--- config.mk ---
export PLATFORM = sky130hd
export DESIGN_NAME = uart_port_ctrl_flat
export DESIGN_NICKNAME = d
export VERILOG_FILES = /design/src/rtl/uart_port_ctrl_if.sv /design/src/rtl/uart_port_ctrl.sv /design/src/flat_wrapper.sv
export SDC_FILE = /design/constraint.sdc
export NUM_CORES = 1
export LEC_CHECK = 0
export CORE_MARGIN = 8
export CORE_UTILIZATION = 37
export DETAILED_ROUTE_END_ITERATION = 6
export PLACE_DENSITY_LB_ADDON = 0.15
export REMOVE_ABC_BUFFERS = 1
export SETUP_SLACK_MARGIN = 0.3
export SLEW_MARGIN = 20
export SYNTH_ARGS = -nofsm -noshare
export SYNTH_HDL_FRONTEND = slang
export SYNTH_SLANG_ARGS = --single-unit
--- constraint.sdc ---
create_clock -name clk -period 6.1 [get_ports clk]
set_clock_uncertainty 0.15 [all_clocks]
set_input_delay 0.61 -clock clk [delete_from_list [all_inputs] [get_ports clk]]
set_output_delay 0.61 -clock clk [all_outputs]
set_load 0.02 [all_outputs]
--- src/rtl/uart_port_ctrl_if.sv ---
// ---------------------------------------------------------------------------
// uart_port_ctrl_if
//   CPU-side handshake bundle of the UART port controller: the receive-FIFO
//   read side and the single-byte transmit request.
//
//   Signals (direction seen from the controller, i.e. the slave modport):
//     rx_pop      in   consume head of receive FIFO
//     rx_data     out  head of receive FIFO (valid when rx_valid)
//     rx_valid    out  receive FIFO non-empty
//     rx_count    out  receive FIFO occupancy (DEPTH_LOG2+1 bits)
//     rx_overflow out  sticky, a received byte was dropped (FIFO full)
//     tx_req      in   start transmit of tx_data (taken while tx_ready)
//     tx_data     in   byte to transmit
//     tx_ready    out  transmitter idle, tx_req will be accepted
// ---------------------------------------------------------------------------
interface uart_port_ctrl_if #(
  parameter int DEPTH_LOG2 = 3
);
  logic                  rx_pop;
  logic [7:0]            rx_data;
  logic                  rx_valid;
  logic [DEPTH_LOG2:0]   rx_count;
  logic                  rx_overflow;
  logic                  tx_req;
  logic [7:0]            tx_data;
  logic                  tx_ready;

  // CPU / memory-controller side
  modport master (
    output rx_pop, tx_req, tx_data,
    input  rx_data, rx_valid, rx_count, rx_overflow, tx_ready
  );

  // UART port controller side
  modport slave (
    input  rx_pop, tx_req, tx_data,
    output rx_data, rx_valid, rx_count, rx_overflow, tx_ready
  );
endinterface

--- src/rtl/uart_port_ctrl.sv ---
// ---------------------------------------------------------------------------
// uart_port_ctrl
//   Handshake engine for the on-board UART that shares the RAM1 data bus.
//   Received bytes are drained into a small circular FIFO; single bytes are
//   transmitted on request. While a transfer is in progress the controller
//   owns the shared bus and asks for RAM1 to be disabled.
//
//   Optional build macro: UART_DEBUG_CNT_EN
//     defined   -> dbg_rx_total / dbg_tx_total are 16-bit wrapping counters
//                  of pushed bytes and completed writes
//     undefined -> both debug outputs are tied to zero
//
//   Ports:
//     clk          in   system clock, rising edge
//     rst          in   asynchronous reset, active-low
//     data_ready   in   UART byte-available pin (asynchronous)
//     tbre         in   UART transmit-buffer-empty pin (asynchronous)
//     tsre         in   UART transmit-shift-register-empty pin (asynchronous)
//     rdn          out  UART read strobe, active-low
//     wrn          out  UART write strobe, active-low
//     bus_din      in   sampled shared data bus
//     bus_dout     out  value driven onto the shared bus
//     bus_oe       out  1 = drive bus_dout onto the bus
//     ram_inhibit  out  1 = RAM1 must be disabled (bus owned by UART)
//     cpu          if   CPU-side FIFO / transmit handshake (slave modport)
//     dbg_rx_total out  debug count of received bytes
//     dbg_tx_total out  debug count of transmitted bytes
// ---------------------------------------------------------------------------
module uart_port_ctrl #(
  parameter int DEPTH_LOG2 = 3,
  parameter int RD_CYCLES  = 2,
  parameter int WR_CYCLES  = 2
) (
  input  logic             clk,
  input  logic             rst,
  input  logic             data_ready,
  input  logic             tbre,
  input  logic             tsre,
  output logic             rdn,
  output logic             wrn,
  input  logic [15:0]      bus_din,
  output logic [15:0]      bus_dout,
  output logic             bus_oe,
  output logic             ram_inhibit,
  uart_port_ctrl_if.slave  cpu,
  output logic [15:0]      dbg_rx_total,
  output logic [15:0]      dbg_tx_total
);

  localparam int DEPTH   = 1 << DEPTH_LOG2;
  localparam int MAX_CYC = (RD_CYCLES > WR_CYCLES) ? RD_CYCLES : WR_CYCLES;
  localparam int CNT_W   = $clog2(MAX_CYC + 1);
  localparam logic [DEPTH_LOG2:0] DEPTH_C   = (DEPTH_LOG2+1)'(DEPTH);
  localparam logic [CNT_W-1:0]    RD_LAST_C = CNT_W'(RD_CYCLES - 1);
  localparam logic [CNT_W-1:0]    WR_LAST_C = CNT_W'(WR_CYCLES - 1);

  typedef enum logic [2:0] {
    IDLE,
    RD_STROBE,
    RD_RECOVER,
    WR_SETUP,
    WR_STROBE,
    WR_WAIT
  } state_e;

  // -------------------------------------------------------------------------
  // Input synchronisers for the asynchronous UART status pins
  // -------------------------------------------------------------------------
  logic [1:0] dr_sync, tbre_sync, tsre_sync;
  logic       dr_s, tbre_s, tsre_s;

  // NOTE: state is updated with non-blocking assignments so every flop
  // samples the pre-edge value of its neighbours, as real hardware does.
  always_ff @(posedge clk or negedge rst) begin
    if (!rst) begin
      dr_sync   <= '0;
      tbre_sync <= '0;
      tsre_sync <= '0;
    end else begin
      dr_sync   <= {dr_sync[0],   data_ready};
      tbre_sync <= {tbre_sync[0], tbre};
      tsre_sync <= {tsre_sync[0], tsre};
    end
  end

  assign dr_s   = dr_sync[1];
  assign tbre_s = tbre_sync[1];
  assign tsre_s = tsre_sync[1];

  // -------------------------------------------------------------------------
  // Transmit latch
  // -------------------------------------------------------------------------
  logic       tx_pend;
  logic [7:0] tx_buf;
  logic       wr_done;

  always_ff @(posedge clk or negedge rst) begin
    if (!rst) begin
      tx_pend <= 1'b0;
      tx_buf  <= '0;
    end else if (cpu.tx_req && !tx_pend) begin
      tx_pend <= 1'b1;
      tx_buf  <= cpu.tx_data;
    end else if (wr_done) begin
      tx_pend <= 1'b0;
    end
  end

  assign cpu.tx_ready = !tx_pend;

  // -------------------------------------------------------------------------
  // Handshake FSM
  // -------------------------------------------------------------------------
  state_e           state_q, state_d;
  logic [CNT_W-1:0] cnt_q, cnt_d;
  logic             rd_capture;

  always_ff @(posedge clk or negedge rst) begin
    if (!rst) begin
      state_q <= IDLE;
      cnt_q   <= '0;
    end else begin
      state_q <= state_d;
      cnt_q   <= cnt_d;
    end
  end

  // Strobe-width counter is zero on entry to each strobe state because it
  // defaults to zero in every other state.
  // NOTE: every output of this block gets a default first, so no path can
  // leave a signal unassigned and infer a latch.
  always_comb begin
    state_d     = state_q;
    cnt_d       = '0;
    rd_capture  = 1'b0;
    wr_done     = 1'b0;
    rdn         = 1'b1;
    wrn         = 1'b1;
    bus_oe      = 1'b0;
    bus_dout    = '0;
    ram_inhibit = 1'b1;

    unique case (state_q)
      IDLE: begin
        ram_inhibit = 1'b0;
        // Receive wins over transmit so the UART holding register is
        // emptied before it can be overrun.
        if (dr_s) begin
          state_d = RD_STROBE;
        end else if (tx_pend && tbre_s && tsre_s) begin
          state_d = WR_SETUP;
        end
      end
      RD_STROBE: begin
        rdn = 1'b0;
        if (cnt_q == RD_LAST_C) begin
          rd_capture = 1'b1;
          state_d    = RD_RECOVER;
        end else begin
          cnt_d = cnt_q + 1'b1;
        end
      end
      RD_RECOVER: begin
        // Wait for the UART to drop data_ready, otherwise the same byte
        // would be read a second time.
        if (!dr_s) begin
          state_d = IDLE;
        end
      end
      WR_SETUP: begin
        // Data is on the bus one cycle before wrn falls.
        bus_oe   = 1'b1;
        bus_dout = {8'h00, tx_buf};
        state_d  = WR_STROBE;
      end
      WR_STROBE: begin
        wrn      = 1'b0;
        bus_oe   = 1'b1;
        bus_dout = {8'h00, tx_buf};
        if (cnt_q == WR_LAST_C) begin
          state_d = WR_WAIT;
        end else begin
          cnt_d = cnt_q + 1'b1;
        end
      end
      WR_WAIT: begin
        // Bus is released while the UART shifts the byte out.
        ram_inhibit = 1'b0;
        if (tbre_s && tsre_s) begin
          wr_done = 1'b1;
          state_d = IDLE;
        end
      end
      default: state_d = IDLE;
    endcase
  end

  // -------------------------------------------------------------------------
  // Receive FIFO
  // -------------------------------------------------------------------------
  logic [7:0]            mem [DEPTH];
  logic [DEPTH_LOG2-1:0] wr_ptr, rd_ptr;
  logic [DEPTH_LOG2:0]   count;
  logic                  full, empty, push, pop;
  logic                  unused_bus_hi;

  assign full  = (count == DEPTH_C);
  assign empty = (count == '0);
  assign pop   = cpu.rx_pop && !empty;
  // A pop in the capture cycle frees a slot, so a full FIFO still accepts.
  assign push  = rd_capture && (!full || pop);

  // Upper bus byte is not part of the UART data path.
  assign unused_bus_hi = ^bus_din[15:8];

  // NOTE: the storage array has no reset; only pointers and count do, and
  // rx_data is masked while empty so stale contents are never visible.
  always_ff @(posedge clk) begin
    if (push) begin
      mem[wr_ptr] <= bus_din[7:0];
    end
  end

  always_ff @(posedge clk or negedge rst) begin
    if (!rst) begin
      wr_ptr          <= '0;
      rd_ptr          <= '0;
      count           <= '0;
      cpu.rx_overflow <= 1'b0;
    end else begin
      if (push) wr_ptr <= wr_ptr + 1'b1;
      if (pop)  rd_ptr <= rd_ptr + 1'b1;
      unique case ({push, pop})
        2'b10:   count <= count + 1'b1;
        2'b01:   count <= count - 1'b1;
        default: count <= count;
      endcase
      if (rd_capture && !push) begin
        cpu.rx_overflow <= 1'b1;
      end
    end
  end

  assign cpu.rx_data  = empty ? 8'h00 : mem[rd_ptr];
  assign cpu.rx_valid = !empty;
  assign cpu.rx_count = count;

  // -------------------------------------------------------------------------
  // Debug counters
  // -------------------------------------------------------------------------
`ifdef UART_DEBUG_CNT_EN
  always_ff @(posedge clk or negedge rst) begin
    if (!rst) begin
      dbg_rx_total <= '0;
      dbg_tx_total <= '0;
    end else begin
      if (push)    dbg_rx_total <= dbg_rx_total + 1'b1;
      if (wr_done) dbg_tx_total <= dbg_tx_total + 1'b1;
    end
  end
`else
  assign dbg_rx_total = 16'h0000;
  assign dbg_tx_total = 16'h0000;
`endif

endmodule

--- src/flat_wrapper.sv ---
// flat-port wrapper written by rule: the top's interface ports become plain ports
module uart_port_ctrl_flat 
#(
  parameter int DEPTH_LOG2 = 3,
  parameter int RD_CYCLES  = 2,
  parameter int WR_CYCLES  = 2
)
  (clk, rst, data_ready, tbre, tsre, rdn, wrn, bus_din, bus_dout, bus_oe, ram_inhibit, dbg_rx_total, dbg_tx_total, cpu_rx_pop, cpu_tx_req, cpu_tx_data, cpu_rx_data, cpu_rx_valid, cpu_rx_count, cpu_rx_overflow, cpu_tx_ready);
  uart_port_ctrl_if #(.DEPTH_LOG2(DEPTH_LOG2)) cpu_i ();
  input  logic clk;
  input  logic rst;
  input  logic data_ready;
  input  logic tbre;
  input  logic tsre;
  output logic rdn;
  output logic wrn;
  input  logic [15:0] bus_din;
  output logic [15:0] bus_dout;
  output logic bus_oe;
  output logic ram_inhibit;
  output logic [15:0] dbg_rx_total;
  output logic [15:0] dbg_tx_total;
  input wire logic [$bits(cpu_i.rx_pop)-1:0] cpu_rx_pop;
  input wire logic [$bits(cpu_i.tx_req)-1:0] cpu_tx_req;
  input wire logic [$bits(cpu_i.tx_data)-1:0] cpu_tx_data;
  output wire logic [$bits(cpu_i.rx_data)-1:0] cpu_rx_data;
  output wire logic [$bits(cpu_i.rx_valid)-1:0] cpu_rx_valid;
  output wire logic [$bits(cpu_i.rx_count)-1:0] cpu_rx_count;
  output wire logic [$bits(cpu_i.rx_overflow)-1:0] cpu_rx_overflow;
  output wire logic [$bits(cpu_i.tx_ready)-1:0] cpu_tx_ready;
  assign cpu_i.rx_pop = cpu_rx_pop;
  assign cpu_i.tx_req = cpu_tx_req;
  assign cpu_i.tx_data = cpu_tx_data;
  assign cpu_rx_data = cpu_i.rx_data;
  assign cpu_rx_valid = cpu_i.rx_valid;
  assign cpu_rx_count = cpu_i.rx_count;
  assign cpu_rx_overflow = cpu_i.rx_overflow;
  assign cpu_tx_ready = cpu_i.tx_ready;
  uart_port_ctrl #(.DEPTH_LOG2(DEPTH_LOG2), .RD_CYCLES(RD_CYCLES), .WR_CYCLES(WR_CYCLES)) u_core (.clk(clk), .rst(rst), .data_ready(data_ready), .tbre(tbre), .tsre(tsre), .rdn(rdn), .wrn(wrn), .bus_din(bus_din), .bus_dout(bus_dout), .bus_oe(bus_oe), .ram_inhibit(ram_inhibit), .cpu(cpu_i), .dbg_rx_total(dbg_rx_total), .dbg_tx_total(dbg_tx_total));
endmodule
Word-level counts from Yosys, hierarchy flattened
Memories as Yosys holds them, arrays and structs flattened.
Cells that the tools add are included.

storage, ports and cells
  register bits after elaboration = 31
  output and inout port bits = 67
  memories kept = 1
  RAM bits = 64
  input bits = 31

cells by class
  add/sub/neg operators = 5
  reduce and logical (&&, ||, !) cells = 20
  mux-type cells = 24
  equality and inequality tests = 14

memory list
  name        words  bits a word  read ports  clocked after memory_dff  wr ports  RTL line               text
  u_core.mem  8      8            1           0                         1         uart_port_ctrl.sv:201  logic [7:0] mem [DEPTH];

operators by type and width
  kind                 number
  $mux 3               6
  $pmux 3 s6           1
  $mux 8               2
  $mux 1               12
  $pmux 4 s2           1
  $logic_and 1x1->1    7
  $add 3x1->3 const B  2
  $eq 3x2->1 const B   2
  $eq 3x3->1 const B   2
  $ne 2x1->1 const B   3
  $reduce_or 2->1      3
  $reduce_and 5->1     1
  $add 4x1->4 const B  1
  $eq 2x1->1 const B   2
  $eq 4x4->1 const B   1
  $logic_not 1->1      4
  $logic_not 4->1      1
  $mux 2               2
  $reduce_bool 2->1    2
  $sub 4x1->4 const B  1
  $eq 3x1->1 const B   1
  $logic_not 3->1      1
  $ne 3x1->1 const B   1
  $add 2x1->2 const B  1
  other kinds (3)      3

Logic depth before layout (Yosys ltp)
  depth in word-level cells = 7
  depth in mapped cells = 10
  depth with buffers taken out = 10

Worst setup path after synthesis
Ideal clock, no wire load.

  kind = register to register
  from = register u_core.count[0], in the netlist u_core.cpu.rx_count[0]
  to = register u_core.count[3], in the netlist u_core.cpu.rx_count[3]
  buffers on the path = 0
  stages on the path, launching flop included = 11
  clock period less this slack = 2.524 ns
  data required time = 5.813 ns
  arrival = 2.238 ns
  setup slack = 3.576 ns
  cells stage by stage = dfrtp_1 > or3_4 > nor2_8 > inv_4 > nand2_4 > a21oi_2 > ha_1 > a21o_1 > a21oi_1 > mux2i_1 > xnor2_1

between the ends
  longest elaborated chain between the ends = 7

ends and longest elaborated chain
  item                                                    RTL line               text
  start, declared                                         uart_port_ctrl.sv:203  logic [DEPTH_LOG2:0] count;
  start signal, assigned                                  uart_port_ctrl.sv:234  2'b10: count <= count + 1'b1;
  start signal, assigned                                  uart_port_ctrl.sv:235  2'b01: count <= count - 1'b1;
  start signal, assigned                                  uart_port_ctrl.sv:236  default: count <= count;
  $logic_not 4->1 *                                       uart_port_ctrl.sv:208  assign empty = (count == '0);
  $logic_not 1->1 *                                       -
  named net cpu_rx_valid                                  flat_wrapper.sv:27     output wire logic [$bits(cpu_i.rx_valid)-1:0] cpu_rx_valid;
  $logic_and 1x1->1 *                                     uart_port_ctrl.sv:209  assign pop = cpu.rx_pop && !empty;
  $logic_or 1x1->1                                        uart_port_ctrl.sv:211  assign push = rd_capture && (!full || pop);
  $logic_and 1x1->1                                       uart_port_ctrl.sv:211
  $eq 2x1->1 / $eq 2x2->1 (equally long branches)         uart_port_ctrl.sv:233  unique case ({push, pop})
  $pmux 4 s2 / $reduce_bool 2->1 (equally long branches)  -

The timed path passes the listed nets; every way through them passes the cells marked *.
A chain may end at the register's enable or synchronous reset.

Final worst setup path
  from = register u_core.rd_ptr[0]
  to = output port cpu_rx_data[6]

between the ends
  longest elaborated chain between the ends = 2

ends and longest elaborated chain
  item                    RTL line               text
  start, declared         uart_port_ctrl.sv:202  logic [DEPTH_LOG2-1:0] wr_ptr, rd_ptr;
  start signal, assigned  uart_port_ctrl.sv:232  if (pop) rd_ptr <= rd_ptr + 1'b1;
  $mem_v2 8x8             -
  $mux 8                  uart_port_ctrl.sv:244  assign cpu.rx_data = empty ? 8'h00 : mem[rd_ptr];
  end, declared           flat_wrapper.sv:26     output wire logic [$bits(cpu_i.rx_data)-1:0] cpu_rx_data;

Every way passes these cells.

==> results.tsv <==
metric	value	unit
grt_pass1_wl	12.25	mm
hp-start	u_core.dr_sync[0]	
syn_area_per_cell	15.75	µm²
whs_endpoint	u_core.dr_sync[1]	
worstSetupStartpointType	flip-flop	
wl	7.843	mm
die_h	123.6	µm
cts_buffers	9	
reg2reg_slack	3420	ps
r2r_end	u_core.mem[2][3]	
min-delay-path-class	reg -> reg	
synthDominantCellAreaShare	44.87	%
drive_gt1_share	18.37	%
place_congestion	0.7122	
fmax	303.5	MHz
p_total	2.340	mW
ys_types	48	
cts_root_buffer	clkbuf_16	
dp_slack	2965	ps
h-tree-depth	3	
synthesis.area	0.004283	mm²
synth_edf_count	64	
cts_sinks	95	
crit_chain	buf_4 > mux4_2 > mux2i_1 > nor2_1 > clkdlybuf4s50_1	
io_pins	98	
path_max_fanout	14	
firstDrtPassIters	4	
portBuffers	49	
ys_seq_area_share	62.99	%
worstSetupEndpointType	output pin	
fin_crit	3295	ps
clkTransAtPathRegs	60	ps
utilization	44.92	%
worst_pin_slew	942.4	ps
antenna_left	0	
placed_cells	459	
path_class	reg -> out	
tritoncts	yes	
n_antenna_cell	0	
critPathSlowestCell	mux4_2	
max_stage_delay	550	ps
post_layout_nonfiller_instances	475	
yosys.area.top_type	edfxtp_1	
synthTopCellsByArea	edfxtp_1 (45%), dfrtp_1 (18%), mux4_2 (8.4%), buf_4 (7.2%), mux2_2 (2.4%)	
grt_max_degree	32	
start_util	37.67	%
dieArea	0.01527	mm²
cp_top_family	buffers and inverters	
nets	363	
place_hpwl	5.384	mm
core_area	0.01137	mm²
path_buf_inv	2	
synth-seq-cells	95	
grt_pass1_vias	2238	
r2r_start	u_core.state_q[0]	
drcViolationCount	0	
synthFlopType	edfxtp_1	
track_usage	10.89	%
rows	39	
cts_hold_buf	0	
status	finished clean	
first_iter_violations	64	
finalHoldViolCount	0	
arrival	2540	ps
leakage	1.935	nW
syn_inst	272	
cts.repair.resized	0	
power_density	458.2	mW/mm²
cts_setup_buffers	0	
maxCapViolCount	0	
area_delta_synth_final	19.25	%
vias_per_cell	4.634	
tns	0	ps
whs_path_depth	0	
fin_ws	2805	ps
setup_viol	0	
grt-ovfl-total	0	
insertion_delay	330	ps
synthArstFlopShare	32.63	%
antenna_found_initial	0	
routedWlPerCell	16.51	µm
crit_required	5340	ps
yosys_warnings	0	
slew_viol_final	0	
ctsLongestPathBuffers	2	
rsz0062_at_grt	false	
die_w	123.6	µm
fin_crit_sh	54.02	%
max_slew_margin	36.32	%
r2r.worst_path.cells	4	
irDropWorstVdd	0.1595	mV
vias	2201	
## worst max-delay path by stage
stage | start | endpoint | cells past startpoint
final | u_core.rd_ptr[0] | cpu_rx_data[6] | 5
after global routing | u_core.rd_ptr[0] | cpu_rx_data[6] | 5
after CTS | u_core.rd_ptr[0] | cpu_rx_data[6] | 5
after detailed placement | cpu_rx_pop | u_core.mem[2][3] | 5
after global placement | cpu_rx_pop | u_core.mem[2][3] | 5
after floorplan | u_core.state_q[0] | u_core.mem[0][0] | 3
## where the power goes
group | internal (mW) | switching, mW
Clock | 0.320 | 0.236
Combinational | 0.466 | 0.400
Sequential | 0.780 | 0.138
## logic make-up after synthesis
kind of cell	synth area share (%)
mux	13.73
buf+inv	8.910
flops	62.99
fa+ha+maj	1.636
compound gates	2.191
xor+xnor	1.811
other cells	0.08756
simple gates	8.647
## synthesized netlist by cell type (2+ instances only)
library cell   n
and2_1         9
nor2_8         2
nor3b_1        3
nand3_1        2
dfrtp_1       31
ha_1           4
nand2_1        9
nor3_1         3
a21oi_1        3
nor4bb_1       2
clkbuf_1       2
nand2b_1       2
xnor2_1        6
o31ai_1        2
mux2_2         9
o21ai_0        3
nor2b_1        2
inv_1          6
buf_4         41
buf_2          3
nand3b_1       2
edfxtp_1      64
mux4_2        16
mux2i_1       10
buf_1          3
nor2_1        11
## layout by cell type, fill, tap and decap left out, types with 2 or more instances in the layout
master	n
nand3_1	2
mux2_2	9
buf_4	6
inv_1	6
nand2b_1	2
inv_6	2
conb_1	40
and2_1	9
o21ai_0	3
edfxtp_1	64
nor2b_1	2
mux4_2	16
nor2_1	11
nor4bb_1	2
nand2_1	9
clkdlybuf4s50_1	49
nand3b_1	2
dfrtp_1	31
nor3_1	2
mux2i_1	10
clkbuf_16	9
a21oi_1	3
nor3b_2	4
xnor2_1	6
o31ai_1	2
ha_1	4
nor2_8	2
## area by class of cell
cell class	instances	area, µm²
fillers	1025	6262
flip-flops and latches	95	2698
multi-input cells	159	1370
repair buffers	55	535.5
clock buffers	10	229.0
well taps	143	178.9
clock inverters	6	67.56
inverters	7	28.78
## routing by layer
layer / part of all wire (%) / track usage [%] / up-vias
met5: 0 / 0 / -
met3: 8.7 / 3.037 / 11
met1: 43 / 13.84 / 1096
met4: 2.2 / 6.095 / 0
li1: - / - / 1021
met2: 46 / 16.54 / 73
## through the flow
stage / hold slack (ps) / cell area (µm²)
after floorplan: 164.4 / 4076
after global placement: 184.9 / 4811
after detailed placement: 185.6 / 4811
after CTS: 200.2 / 5107
after global routing: 204.5 / 5107
final: 198.2 / 5107
## registers in the layout, indices dropped and copies added, names as in the netlist
| signal | cells |
|---|---|
| u_core.mem | 64 |
| u_core.tx_buf | 8 |
| u_core.cpu.rx_count | 4 |
| u_core.rd_ptr | 3 |
| u_core.state_q | 3 |
| u_core.wr_ptr | 3 |
| u_core.cnt_q | 2 |
| u_core.dr_sync | 2 |
| u_core.tbre_sync | 2 |
| u_core.tsre_sync | 2 |
| u_core.cpu.rx_overflow | 1 |
| u_core.tx_pend | 1 |
Note: power is estimated with default switching activity, not from simulation.
==> edit, RTL diff (same settings) <==
The option `UART_DEBUG_CNT_EN` is turned on by a define.
--- a/src/rtl/uart_port_ctrl.sv
+++ b/src/rtl/uart_port_ctrl.sv
@@ -27,4 +27,6 @@
 //     dbg_tx_total out  debug count of transmitted bytes
 // ---------------------------------------------------------------------------
+`define UART_DEBUG_CNT_EN
+
 module uart_port_ctrl #(
   parameter int DEPTH_LOG2 = 3,
Check against the original RTL: not equivalent (a bounded check fails within 10 cycles, from zero or initial values and one cycle with rst low).
==> edit against the unedited design <==
Hold slack better by 0.87 ps; total power up 35%; combinational power rose by 8.8%; setup slack lost 270 ps; routed wire length is 41% higher; count of clock-buffer cells in the layout is 9 higher; sequential share of layout area fell by 3.2 points; critical path depth is the same; area after synthesis rose by 28%; sequential cell count grew 32; cell area up 38%.
==> edit: results (changes against the unedited design) <==
The flow ran to the end, and the final reports show no timing, DRC or antenna violations. Mux share of post-synthesis cell area: 11.37% (-2.4 points). The adder-cell share of the synthesized area is 1.736% (+0.10 points), and the area fraction in compound gates after synthesis is 2.923% (+0.73 points). The initial DRC count was 145 (+130%); the via count of the first global-routing pass was 3307 (+48%). The count of input and output buffers was 81 (+65%). By count the netlist is led by edfxtp_1 (64), dfrtp_1 (63), xnor2_1 (27).

The tools report the placed instance area as 0.006442 mm² (+34%). In this run the critical register-to-register path is launched from u_core.state_q[1]$_DFFE_PN0P_. Sorting the synthesized cells by area gives the leading types as edfxtp_1 (35%), dfrtp_1 (29%), mux4_2 (6.6%). The share of the synthesized netlist area taken by xor and xnor gates works out to 6.074% (+4.3 points). The tools report the total instance count after detailed placement as 611 (+33%).

Final-layout worst hold slack: 199.1 ps (+0.8690 ps). The tools report the total wirelength of the detailed-routed design as 11.09 mm (+41%). The deepest level of the CTS H-tree is 4 (+1), and the area added between synthesis and finish is 28.64%.

For the number of fill cells, the log shows 1262 (+23%). The aggregate global-route resource usage was 12.55% (+1.7 points). For the number of nets in the finished design, the log shows 484 (+33%). The via count of the routed design was 3131 (+42%).

The non-filler instance count after layout is 643 (+35%). The wire length of the first global-routing pass was 17.73 mm (+45%). The run gives 63.85% (+0.86 points) as the proportion of synthesized chip area in sequential cells. The arrival time of data at the critical path endpoint is 2800 ps (+260 ps). The startpoint identified for the worst hold timing path is u_core.tsre_sync[0]$_DFF_PN0_. Worst slack at placement: 2499 ps (-465.7 ps).

The maximum fanout along the worst path is 10 (-4), and the post-route clock period utilization is 58.37% (+4.3 points). The tools report the worst hold path endpoint as u_core.tsre_sync[1]$_DFF_PN0_. The gate count after technology mapping is 358 (+32%), and the routability-driven placement congestion ratio is 0.7345 (+3.1%). The clock latency of the later-clocked register in the worst-skew pair is 420 ps (+90 ps), and the total half-perimeter wirelength after legalization and detailed placement is 7.376 mm (+37%). In this run the critical register-to-register path is captured at u_core.mem[7][7]$_DFFE_PP_. The proportion of layout cells with a drive suffix above 1 works out to 17.65% (-0.73 points). The tools report the post-synthesis cell type count as 52 (+8.3%). The worst slew margin relative to its limit is 38.85% (+2.5 points), and the worst-case reg-to-reg path depth is 5 (+1).
edit: cell types whose count changed in the layout (fill, tap and decap cells not counted), moves of 5 or more:
cell             delta
xor2_1             +10
clkdlybuf4s50_1    +31
clkbuf_16           +8
nand4_1             +8
conb_1             -32
nand3_1            +12
mux2_2              +5
dfrtp_1            +32
and4_1              +5
xnor2_1            +21
edit: layer usage:
layer	vias to the layer above	track usage, %	share of wire, %
li1	1480	-	-
met1	1559	15.18	43
met2	81	19.23	48
met3	11	4.887	7.2
met4	0	6.149	1.6
met5	-	0	0
edit: logic make-up (layout without fill, tap and decap cells):
group                    after synthesis  count (layout)
multiplexers                          40              40
adder cells (fa/ha/maj)                7               7
other                                  1               8
buffers and inverters                 33             127
flip-flops                           127             127
XOR/XNOR                              38              38
AND/OR/NAND/NOR                       97              97
AO/OA/AOI/OAI                         15              15
edit: final cells by class:
cell class                      instances  area share [%]
Clock buffer                           19           6.142
Clock inverter                         13           2.326
Inverter                               10          0.5326
Multi-Input combinational cell        205           26.24
Sequential cell                       127           49.64
Tap cell                              184           3.266
Timing Repair Buffer                   85           11.86
edit: critical path, stage by stage (launching register included):
cell	delay (ps)
dfrtp_1	690
buf_4	340
mux4_2	520
mux2i_1	210
nor2_1	60
clkdlybuf4s50_1	560
edit: report_power, final:
| part | total, mW | switching [mW] | internal, mW |
|---|---|---|---|
| sequential | 1.20 | 0.191 | 1.01 |
| combinational | 0.942 | 0.432 | 0.510 |
| clock | 1.01 | 0.371 | 0.643 |
